### config.mk
export PLATFORM = sky130hd
export DESIGN_NAME = pulse_period_meter
export DESIGN_NICKNAME = d
export VERILOG_FILES = /design/src/rtl/pulse_meter_pkg.sv /design/src/rtl/rise_edge_detect.sv /design/src/rtl/pulse_period_meter.sv
export SDC_FILE = /design/constraint.sdc
export NUM_CORES = 1
export LEC_CHECK = 0
export ABC_AREA = 1
export ABC_CLOCK_PERIOD_IN_PS = 2350
export CORE_MARGIN = 3
export CORE_UTILIZATION = 34
export CTS_CLUSTER_SIZE = 20
export DETAILED_ROUTE_END_ITERATION = 8
export DONT_BUFFER_PORTS = 1
export GPL_ROUTABILITY_DRIVEN = 0
export HOLD_SLACK_MARGIN = 0.03
export PLACE_DENSITY = 0.53
export REMOVE_ABC_BUFFERS = 1
export SYNTH_ARGS = -nofsm -noshare
export SYNTH_HDL_FRONTEND = slang
export SYNTH_SLANG_ARGS = --single-unit
export TNS_END_PERCENT = 30
### constraint.sdc
create_clock -name clk -period 2.35 [get_ports clk]
set_clock_uncertainty 0.1 [all_clocks]
set_input_delay 0.235 -clock clk [delete_from_list [all_inputs] [get_ports clk]]
set_output_delay 0.235 -clock clk [all_outputs]
set_load 0.02 [all_outputs]
### src/rtl/pulse_meter_pkg.sv
// Shared state encoding and default sizing for the pulse period meter.
package pulse_meter_pkg;

  typedef enum logic [1:0] {
    IDLE    = 2'd0,
    MEASURE = 2'd1,
    TIMEOUT = 2'd2
  } state_t;

  localparam int          DEF_WIDTH     = 20;
  localparam int unsigned DEF_MAX_COUNT = 32'h000F_FFFF;

endpackage

### src/rtl/rise_edge_detect.sv
// One-cycle strobe on a 0->1 transition of an already-synchronous input.
// Combinational strobe from a single history flop; no backpressure.
module rise_edge_detect (
  input  logic clk,
  input  logic reset,
  input  logic din,
  output logic rise
);

  logic din_q;

  always_ff @(posedge clk) begin
    if (reset) din_q <= 1'b0;
    else       din_q <= din;
  end

  assign rise = din & ~din_q;

endmodule

### src/rtl/pulse_period_meter.sv
// Edge-to-edge period meter; result registered one cycle after the edge, held until accepted.
// Unaccepted results are overwritten (sticky overrun); min/max tracking under PULSE_PERIOD_METER_MINMAX_EN.
module pulse_period_meter
  import pulse_meter_pkg::*;
#(
  parameter int          WIDTH     = DEF_WIDTH,
  parameter int unsigned MAX_COUNT = DEF_MAX_COUNT
) (
  input  logic             clk,
  input  logic             reset,
  input  logic             pulse_in,
  output logic [WIDTH-1:0] period,
  output logic             period_valid,
  input  logic             period_ready,
  output logic             timeout,
  output logic             overrun,
  output logic [WIDTH-1:0] min_period,
  output logic [WIDTH-1:0] max_period
);

  localparam logic [WIDTH-1:0] MAX_W = WIDTH'(MAX_COUNT);

  state_t           state, state_nxt;
  logic [WIDTH-1:0] count, count_inc;
  logic             rise, capture, at_max;

  rise_edge_detect u_edge (
    .clk   (clk),
    .reset (reset),
    .din   (pulse_in),
    .rise  (rise)
  );

  // count+1 never exceeds MAX_COUNT, so the increment cannot wrap
  assign count_inc = count + WIDTH'(1);
  assign at_max    = (count_inc == MAX_W);
  assign capture   = (state == MEASURE) && rise;

  always_ff @(posedge clk) begin
    if (reset) state <= IDLE;
    else       state <= state_nxt;
  end

  always_comb begin
    state_nxt = state;
    case (state)
      IDLE:    if (rise) state_nxt = MEASURE;
      MEASURE: if (!rise && at_max) state_nxt = TIMEOUT;
      TIMEOUT: if (rise) state_nxt = MEASURE;
      default: state_nxt = IDLE;
    endcase
  end

  always_comb begin
    timeout = (state == TIMEOUT);
  end

  always_ff @(posedge clk) begin
    if (reset) begin
      count <= '0;
    end else begin
      case (state)
        MEASURE: begin
          if (rise)         count <= '0;
          else if (!at_max) count <= count_inc;
        end
        TIMEOUT: if (rise) count <= '0;
        default: count <= '0;
      endcase
    end
  end

  // A capture wins over an accept in the same cycle; overrun only when the old value was refused.
  always_ff @(posedge clk) begin
    if (reset) begin
      period       <= '0;
      period_valid <= 1'b0;
      overrun      <= 1'b0;
    end else if (capture) begin
      period       <= count_inc;
      period_valid <= 1'b1;
      if (period_valid && !period_ready) overrun <= 1'b1;
    end else if (period_valid && period_ready) begin
      period_valid <= 1'b0;
    end
  end

`ifdef PULSE_PERIOD_METER_MINMAX_EN
  always_ff @(posedge clk) begin
    if (reset) begin
      min_period <= '1;
      max_period <= '0;
    end else if (capture) begin
      if (count_inc < min_period) min_period <= count_inc;
      if (count_inc > max_period) max_period <= count_inc;
    end
  end
`else
  assign min_period = '0;
  assign max_period = '0;
`endif

endmodule

Yosys cells after proc, flatten, opt, wreduce, memory -nomap -nowiden

Index checks and enable logic that the tools add are counted.

Multiplexer cells: 9
Eq/ne operators: 7
Bitwise operators: 2
Reduce and logical (&&, ||, !) cells: 12
$add $sub $neg: 1

Operator list:

| cell                    | count |
|---|---|
| $mux W20                | 3 |
| $pmux W20 S2            | 1 |
| $add A20 B1 Y20 const B | 1 |
| $eq A20 B20 Y1 const B  | 1 |
| $ne A2 B1 Y1 const B    | 3 |
| $reduce_and A2 Y1       | 3 |
| $logic_and A1 B1 Y1     | 4 |
| $mux W2                 | 2 |
| $pmux W2 S2             | 1 |
| $ne A3 B3 Y1 const B    | 1 |
| $eq A2 B1 Y1 const B    | 1 |
| $eq A2 B2 Y1 const B    | 1 |
| $logic_not A1 Y1        | 2 |
| $logic_not A2 Y1        | 1 |
| $mux W1                 | 2 |
| $reduce_bool A2 Y1      | 1 |
| $reduce_or A2 Y1        | 1 |
| $and A1 B1 Y1           | 1 |
| $not A1 Y1              | 1 |

Flip-flop bits (word level): 45
Input port bits: 4
Output and inout bits: 63
Word-level logic and storage cells: 37

Depth between registers and ports, before layout

Word-level depth: 6
Mapped depth: 15
Depth with buffers taken out: 15

By module

A second synthesis with hierarchy kept.

Cell total of the unflattened synthesis: 415
Area, all modules: 2777.7 sq um

By module, submodules not included:

| module             | seq. area each (sq um) | area each (sq um) | instances | cells an instance |
|---|---|---|---|---|
| pulse_period_meter | 880.8                  | 2746.4            | 1         | 411 |
| rise_edge_detect   | 20.0                   | 31.3              | 1         | 4 |

Least setup slack after synthesis

No wires, ideal clock.

Kind: register to register
From: reg count[0]
To: reg count[10]
Stages on the path, launching flop included: 14
Buffers on the path: 1
Setup time: 0.115 ns
Required time: 2.135 ns
Arrival time: 1.914 ns
Path slack: 0.221 ns
Cell sequence: dfxtp_1 > ha_1 > nand3_2 > nor2_2 > nand2_1 > nand2_1 > nand2_1 > nor2_1 > nand2_1 > nor2_2 > nand4_4 > buf_4 > a21oi_1 > nor2_1

Longest elaborated chain between the ends: 4
Elaborated cells on any way between the ends: 7

RTL lines:

| what                                                                      | line                                               | source |
|---|---|---|
| start: declaration                                                        | pulse_period_meter.sv:24                           | `logic [WIDTH-1:0] count, count_inc;` |
| start signal: assignment                                                  | pulse_period_meter.sv:65                           | `else if (!at_max) count <= count_inc;` |
| $add A20 B1 Y20 (*)                                                       | pulse_period_meter.sv:35                           | `assign count_inc = count + WIDTH'(1);` |
| $eq A20 B20 Y1 / $mux W20 (equally long branches)                         | pulse_period_meter.sv:36, pulse_period_meter.sv:65 |  |
| $ne A3 B3 Y1 (no source line) / $mux W20 (equally long branches)          | -                                                  |  |
| $reduce_and A2 Y1 (no source line) / $pmux W20 S2 (equally long branches) | -                                                  |  |

Mark *: on every way between the ends. The rest lies on a longest branch, timed or not. The select of a mux whose other input is x is not followed.
A chain may end at the register's enable or synchronous reset.

Worst setup path after layout

From: reg count[0]
To: reg count[8]

Longest elaborated chain between the ends: 4
Elaborated cells on any way between the ends: 7

RTL lines:

| what                               | line                     | source |
|---|---|---|
| $add A20 B1 Y20                    | pulse_period_meter.sv:35 |  |
| via count_inc[0]                   | pulse_period_meter.sv:24 |  |
| $eq A20 B20 Y1                     | pulse_period_meter.sv:36 | `assign at_max = (count_inc == MAX_W);` |
| $ne A3 B3 Y1 (no source line)      | -                        |  |
| $reduce_and A2 Y1 (no source line) | -                        |  |

The timed path passes the listed nets, and every way through them passes these cells. The select of a mux whose other input is x is not followed.

==> metrics <==
CORE AREA between 0.007 and 0.008 mm^2; critical path peak fanout 20; worst reg-to-reg setup slack slightly above 200 ps; Design Area, Final 0.00297 mm^2; post-synthesis mux area share 0; final wirelength between 6000 and 7000 um; IO Pins 67; Port Buffers 0; syn avg cell area 6.44 um^2; # Post-CTS Setup Buffers 0; setup TNS 0 ps; Die X slightly below 100 um; fin nets roughly 450; WP data required approximately 2400 ps; initial antenna violation count 0; CTS tree yes; Worst-path clk slew approximately 90 ps; Max Slew Vio Count 0; Compound-Gate Fraction of Synth Area 0.100; Overall Global Routing Usage 0.151; Synth cell types 30; first-pass GRT wire length between 10,000 and 15,000 um; CP startpoint kind register; FILL cells 883; Mapped Cells 433; part of the power in registers 0.576; LEAKAGE 1.37 nW; DIE AREA 0.00932 mm^2; FP Rows 32; Sw Pwr just over 400 uW; post-synthesis simple-gate area fraction 0.359; Final Hold Viols 0; synthesized area approximately 0.0028 mm^2; layout cell share with drive strength beyond 1 0.132; max-cap violations 0; area grow syn2layout 6.60%; Cell Area, Placed 0.00278 mm^2; Peak Freq between 400 and 500 MHz; VDD IR-drop max about 0.44 mV; power consumption between 1 and 1.5 mW; CTS max path bufs 2; Die H 96.5 um; Setup CP Type reg2reg; Synth Area in XOR/XNOR 0.00943; initial core utilization 0.355; root buffer cell clkbuf_8; TritonRoute pass-1 iters 4; ANT nets after route 0; combinational share of power 0.098; n_diodes 0; H-tree levels 2; DRC viols 0; total gr overflow 0; clock sinks between 40 and 50; clock latency on the worst-skew pair slightly below 300 ps; clock power share 0.326; Vias 2,469; main combinational cell family by area after synthesis simple AND/OR/NAND/NOR gates; HPWL Detailed between 4000 and 5000 um; drt initial violations 55; crit path DAT roughly 2200 ps; # setup viols final 0; Pwr Density 481 mW/mm^2; P_int between 1 and 1.5 mW; Critical Path Sink Type register; routed vias/inst ~4.5; utilization after layout 0.379; WL per Instance around 12 um; outcome finished clean; Sw Ratio 0.287; Tmin final 2140 ps; cts bufs inserted 5; Final period util 0.912; vias in the first global route between 2,000 and 2,500; Seq/Total Area, Yosys 0.323; post-synthesis adder-cell area fraction 0.00898; Seq cells post-synth 45; synth warn 0; Hold Crit Class reg2reg; largest net degree at the start of global routing 35
[per-stage QoR]
stage / hold slack (ps) / std cells / worst slack [ps]
2_1_floorplan: 204 / 417 / -45.0
3_3_place_gp: 206 / 532 / 126
3_5_place_dp: 208 / 532 / 59.0
4_1_cts: 433 / 543 / 46.2
5_1_grt: 470 / 543 / -4.53
6_report: 429 / 543 / 206
[cells by family after synthesis]
kind of cell / Yosys count
and+or+nand+nor: 229
buffers and inverters: 101
AOI/OAI and AO/OA: 52
DFF: 45
xor gates and xnor gates: 3
adders and majority gates: 2
other: 1
[power by group through the flow]
stage	clock network, mW	registers, mW	logic [mW]
floorplan	0	0.837	0.107
global placement	0	0.840	0.133
detailed placement	0	0.841	0.134
CTS	0.492	0.823	0.141
global route	0.525	0.826	0.161
finish	0.465	0.822	0.140
[per-layer routing]
| layer | global-route usage | part of all wire |
|---|---|---|
| met2 | 0.246 | 0.44 |
| met1 | 0.206 | 0.50 |
| met4 | 0.0292 | 0.0066 |
| met5 | 0 | 0 |
| met3 | 0.0325 | 0.056 |
[synth_stat cells]
cell	n	area, um^2
nand4_4	1	21.3
inv_2	2	7.51
nand2_2	3	18.8
o211ai_1	5	37.5
o21a_1	1	7.51
nor2_2	9	56.3
nor3_1	2	10.0
nor2_4	1	11.3
buf_2	2	10.0
clkinv_1	1	3.75
nand3_1	37	185
a21oi_1	27	135
or2_2	1	6.26
inv_1	43	161
o21ai_0	18	90.1
and2_1	1	6.26
clkbuf_1	10	37.5
nand3_2	2	20.0
nand4_1	5	31.3
buf_4	41	308
buf_6	2	22.5
xor2_1	1	8.76
nand2_1	98	368
o21ai_2	1	8.76
conb_1	1	3.75
dfxtp_1	45	901
ha_1	2	25.0
xnor2_1	2	17.5
nor2_1	67	251
nand3b_1	2	15.0
[final timing paths]
check | from | end | cells after the start
setup reg to reg | count[0] | count[8] | 13
hold reg to reg | count[18] | count[18] | 2
hold / removal | count[18] | count[18] | 2
setup / recovery | count[0] | count[8] | 13
[registers in the layout (all words and copies together), names as in the netlist]
name	cells
overrun	1
period	20
state	2
u_edge.din_q	1
period_valid	1
count	20
[timing repair]
item                       4_1_cts  5_1_grt
setup endpoints to repair        0       21
resized for setup                0       24
hold buffers                     3        0
hold endpoints to repair        11        0
[critical path, stage by stage (launching register included)]
cell     delay (ps)
dfxtp_2         380
buf_4           150
inv_2            50
nor2_2          160
nand2_2         110
nor2_2          120
nand3_1          80
nand2_1         140
nand2_1         110
nor2_4          130
nand4_4         130
buf_6           200
a21oi_1         130
nor2_1           60
[layout make-up]
class                      count  area (um^2)  area share
inverter                      46          173      0.0581
clock buffer                   6         72.6      0.0244
sequential                    45          911       0.307
multi-input combinational    326         1540       0.519
timing repair buffer          16          135      0.0455
clock inverter                 2         10.0     0.00337
tap                          102          128      0.0430
[cells in the final DEF (no fill, tap or decap), types with 3 or more instances in the layout]
| cell | instances |
|---|---|
| nand2_1 | 95 |
| nor2_1 | 62 |
| inv_1 | 43 |
| conb_1 | 40 |
| dfxtp_1 | 37 |
| nand3_1 | 36 |
| a21oi_1 | 27 |
| o21ai_0 | 18 |
| nor2_2 | 11 |
| buf_4 | 11 |
| dfxtp_2 | 8 |
| nand2_2 | 6 |
| nand4_1 | 5 |
| o211ai_1 | 5 |
| clkbuf_8 | 5 |
| nor2_4 | 4 |
| dlygate4sd3_1 | 3 |
(Power assumes the default switching activity.)
